## config.mk

```make
export PLATFORM = sky130hd
export DESIGN_NAME = fetch_queue
export DESIGN_NICKNAME = d
export VERILOG_FILES = /design/src/rtl/fetch_queue.sv
export SDC_FILE = /design/constraint.sdc
export NUM_CORES = 1
export LEC_CHECK = 0
export CAP_MARGIN = 20
export CORE_UTILIZATION = 35
export DETAILED_ROUTE_END_ITERATION = 6
export HOLD_SLACK_MARGIN = 0.03
export SETUP_SLACK_MARGIN = 0.05
export SLEW_MARGIN = 40
export SYNTH_ARGS = -nofsm -noshare
export SYNTH_HDL_FRONTEND = slang
export SYNTH_SLANG_ARGS = --single-unit
```

## constraint.sdc

```tcl
create_clock -name clk -period 9 [get_ports clk]
set_input_delay 2.25 -clock clk [delete_from_list [all_inputs] [get_ports clk]]
set_output_delay 2.25 -clock clk [all_outputs]
set_load 0.005 [all_outputs]
```

## src/rtl/fetch_queue.sv

```systemverilog
// fetch_queue: PC-driven ROM fetch into a small FIFO feeding decode over valid/ready
module fetch_queue #(
  parameter int ADDR_WIDTH = 6,
  parameter int DATA_WIDTH = 32,
  parameter int DEPTH = 4
) (
  input  logic                    clk,
  input  logic                    rst,
  input  logic [ADDR_WIDTH-1:0]   pcIn,
  output logic                    pcPause,
  output logic                    memEn,
  output logic [ADDR_WIDTH-1:0]   memAddr,
  input  logic [DATA_WIDTH-1:0]   memData,
  input  logic                    flush,
  output logic [DATA_WIDTH-1:0]   instrOut,
  output logic [ADDR_WIDTH-1:0]   pcOut,
  output logic                    instrValid,
  input  logic                    instrReady,
  output logic [$clog2(DEPTH):0]  count
);
  localparam int PW = $clog2(DEPTH);
  localparam int CW = PW + 1;
  logic [ADDR_WIDTH-1:0] pc_mem [DEPTH];
  logic [DATA_WIDTH-1:0] instr_mem [DEPTH];
  logic [PW-1:0] wr_ptr, rd_ptr;
  logic inflight_valid;
  logic [ADDR_WIDTH-1:0] inflight_pc;
  logic push, pop;
  // An outstanding read reserves a slot, so issue never depends on instrReady
  assign memEn = ~rst & ~flush & ((count + CW'(inflight_valid)) < CW'(DEPTH));
  assign pcPause = ~memEn;
  assign memAddr = pcIn;
  assign instrValid = count != '0;
  assign instrOut = instr_mem[rd_ptr];
  assign pcOut = pc_mem[rd_ptr];
  assign push = inflight_valid & ~flush;
  assign pop = instrValid & instrReady & ~flush;
  always_ff @(posedge clk or posedge rst)
    if (rst) begin
      inflight_valid <= 1'b0;
      inflight_pc <= '0;
      wr_ptr <= '0;
      rd_ptr <= '0;
      count <= '0;
      for (int i = 0; i < DEPTH; i++) begin
        pc_mem[i] <= '0;
        instr_mem[i] <= '0;
      end
    end else begin
      inflight_valid <= memEn;
      inflight_pc <= pcIn;
      if (flush) begin
        wr_ptr <= '0;
        rd_ptr <= '0;
        count <= '0;
      end else begin
        if (push) begin
          pc_mem[wr_ptr] <= inflight_pc;
          instr_mem[wr_ptr] <= memData;
          wr_ptr <= wr_ptr + PW'(1);
        end
        if (pop) rd_ptr <= rd_ptr + PW'(1);
        count <= count + CW'(push) - CW'(pop);
      end
    end
endmodule

```

Word level (Yosys, flattened, before mapping)

Cells that the tools add are included.

Bitwise operators: 10
Reductions and logical operators: 5
Order comparisons: 4
Muxes and demuxes: 17
Add/sub/neg operators: 5

Operators by type and width:

| operator            | number |
|---|---|
| $bwmux 128          | 1 |
| $mux 32             | 3 |
| $bmux 32 s2         | 1 |
| $demux 32 s2        | 1 |
| $bwmux 24           | 1 |
| $mux 6              | 3 |
| $bmux 6 s2          | 1 |
| $demux 6 s2         | 1 |
| $mux 2              | 4 |
| $add 3x1->3         | 2 |
| $ge 3x3->1 const B  | 2 |
| $not 2->3           | 2 |
| $and 1x1->1         | 5 |
| $add 2x1->2 const B | 2 |
| $reduce_bool 2->1   | 2 |
| $lt 3x1->1 const B  | 1 |
| $lt 3x3->1 const B  | 1 |
| $mux 3              | 1 |
| $not 1->1           | 3 |
| $reduce_bool 3->1   | 1 |
| $sub 3x1->3         | 1 |
| $reduce_and 2->1    | 1 |
| $logic_and 1x1->1   | 1 |

Flip-flop bits (word level): 166
Output and inout bits: 50
Word-level logic and storage cells: 54

Longest topological paths before layout

Depth in word-level cells: 6
Depth in mapped cells: 9
Gate-level depth less buffers: 9

Worst setup path after synthesis

Ideal clock, no wire load.

Path type: input to output
From: input flush
To: output memEn
Data arrival time: 2.705 ns
Data required time: 6.750 ns
Slack: 4.045 ns
Stages on the path: 3
Cell sequence: clkbuf_1 > nor2_1 > o21a_1

Longest elaborated chain between the ends: 3

RTL lines:

| what                     | RTL line | RTL |
|---|---|---|
| from (decl)              | 14       | `input logic flush,` |
| $not 1->1 (no line)      | --       |  |
| $and 1x1->1 (2 in a row) | 30       | `assign memEn = ~rst & ~flush & ((count + CW'(inflight_valid)) < CW'(DEPTH));` |
| to (decl)                | 11       | `output logic memEn,` |

No other way between the ends.

Final worst setup path

Same ends and word-level chain as after synthesis.

==> metrics.txt <==
First-pass DRT Iterations=4; Hold Violations, Final=0; via count of the routed design=a little under 4000; max-slew violation count=0; CTS max path bufs=2; Worst Hold Slack=500 ps; Switching Fraction=around a quarter; status=complete, no violations; Die Footprint=~0.023 sq mm; ANT nets after route=0; Yosys Warn Count=0; GRT Residual Overflow=0; starting density of the core=36.2%; Post-route DRC=0; PD cells=302 mW/mm^2; All-Layer GR Usage=between 10% and 20%; Final min period=6110 ps; Setup Buffers After CTS=0; Worst EP arrival=3860 ps; Endpoint, Worst Hold=instr_mem[52]; pin count of the biggest net entering global routing=90; routability congestion estimate=between 0.6 and 0.7; flops & latches, synth=approximately 170; DR vias/cell=4.94; R2R Setup Slk=6840 ps; DR iter-0 viols=about 160; Die Width=between 150 and 200 um; CP max stage cell=clkdlybuf4s50_1; Critical Path Max Stage Delay=between 600 and 700 ps; Synth async-reset ratio=100%; Layout fillers=approximately 1800; fin nets=560; cell count after synthesis=429; Setup-failing EPs final=0; synthesized area per cell=approximately 18 sq um; r2r startpoint=count[1]; CTS sink cnt=about 170; number of synthesized flops with an enable pin=0; fin crit share=67.8%; Wirelength per Cell=about 19 um; initial antenna violation count=0; Detailed Route WL=15400 um; share of cells above drive strength 1=approximately 45%; CTS Buf Count=17; hold path depth=1; Seq pwr share=between 30% and 40%; post-layout util=a little over two fifths; sequential share of the synthesized area=~54%; most frequent cells in the layout=164 x dfrtp_1, 91 x clkdlybuf4s50_1, 80 x mux2_4, 74 x mux2_2, 38 x mux4_2; RSZ-0062 raised after global routing=false; Startpoint Class=input pin; Critical path buffers and inverters=2; crit path max fanout=16; setup TNS=0 ps; Most Frequent Cell on Critical Path=clkdlybuf4s50_1; P&R area growth vs syn=21.2%; RR Endpoint=count[2]; Max VDD drop=between 0.0001 and 0.00015 V; insertion delay to the later sink of the worst-skew pair=420 ps; Rel. slew slack=about 44%; fin worst setup slack=~2900 ps; commonest non-fill, non-tap cell in the layout=dfrtp_1; mapped cell area=0.00770 sq mm; R2R depth=9; crit end category=output port; Worst Hold Launch=instr_mem[52]; Synth Flop Type=dfrtp_1; CTS tree=built; achievable frequency=0.164 GHz; pre-CTS WS=2890 ps; root buf cell=clkbuf_16; first-pass GRT wire length=~25000 um; # hold bufs at CTS=0; Yosys cell types=28; IO Port Bufs=a little over 90; skew final=between 8 and 9 ps; syn_nets=around 480; critical path class=input pin to output port; worst-margin pin slew=approximately 840 ps; Worst Hold Class=flip-flop to flip-flop; number of global-route vias before repair=approximately 4500; Die Ht=around 150 um; H-tree depth=4; Antenna diodes=0; delay-heaviest family, CP=buffers and inverters; Ports=slightly above 90; Clock power frac=a little over a quarter; Sw Pwr=0.711 mW; crit-path cells=clkdlybuf4s50_1 > nor2_1 > o21a_1 > clkdlybuf4s50_1; WP data required=a little under 7000 ps; HPWL Detailed=9130 um; Rows=53; Worst-path clk slew=around 60 ps; P_leak=roughly 4.4 nW; CP startpoint=flush; maxcap violations=0; Comb power frac=between 30% and 40%; total core area=approximately 0.021 sq mm; CTS-repair resized insts=0; internal power=between 2 and 2.5 mW
worst register-to-register path: stages, from the launching register on:
cell and delay, ps:
dfrtp_1 470, o31ai_1 360, nor2_1 80, ha_1 290
inv_1 60, ha_1 130, inv_1 50, fa_1 360
xnor3_1 210, nor2_1 40
power by group through the flow:
stage	Clock (mW)	Sequential (mW)	Combinational, mW
6_report	0.764	1.12	0.935
5_1_grt	0.818	1.16	1.01
3_3_place_gp	0	1.11	0.935
4_1_cts	0.783	1.12	0.957
2_1_floorplan	0	1.06	0.601
3_5_place_dp	0	1.13	0.952
state kept, by name (all words and copies together) (netlist names):
signal          cells
inflight_pc         6
inflight_valid      1
rd_ptr              2
pc_mem             24
count               3
instr_mem         128
wr_ptr              2
stage by stage:
step	total power [mW]	area (sq um)	instances
after floorplan	1.67	7700	429
after global placement	2.04	8670	765
after detailed placement	2.09	8690	766
after CTS	2.86	9310	797
after global routing	2.98	9340	798
final	2.82	9340	798
layout make-up:
type / instances / area, sq um / area share [%]
inverters: 5 / 26.3 / 0.281
well taps: 275 / 344 / 3.69
clock inverters: 12 / 178 / 1.90
multi-input cells: 225 / 3210 / 34.4
flip-flops and latches: 166 / 4160 / 44.5
repair buffers: 96 / 977 / 10.5
clock buffers: 19 / 443 / 4.74
cells in the mapped netlist, types with 3 or more instances:
library cell,number,area [sq um]
mux2_4,80,1200
nor2_1,8,30.0
ha_1,6,75.1
dfrtp_1,166,4150
nor2b_1,3,18.8
buf_1,3,11.3
buf_4,10,75.1
inv_1,5,18.8
buf_12,4,80.1
buf_8,4,60.1
buf_6,5,56.3
nand3b_4,4,80.1
mux2_2,74,833
buf_2,6,30.0
mux4_2,38,856
routing by layer:
metal / part of all wire, % / GRT usage, % / vias up
li1: - / - / 1737
met1: 46 / 20.1 / 2117
met5: 0 / 0 / -
met2: 48 / 23.0 / 74
met4: 1.2 / 4.95 / 0
met3: 4.4 / 4.06 / 14
cells by family after synthesis:
family	synth area share, %
mux	37.7
flops	53.9
buf+inv	4.35
simple gates	1.95
fa+ha+maj	1.23
compound gates	0.455
xor+xnor	0.406
worst max path at each step:
stage / to / slack [ps] / cells past startpoint
after global placement: memEn / 2930 / 4
final: memEn / 2890 / 4
after floorplan: count[0] / 2260 / 1
after global routing: memEn / 2840 / 4
after detailed placement: memEn / 2890 / 4
after CTS: memEn / 2870 / 4
No activity file was read; power rests on OpenSTA's default activity.
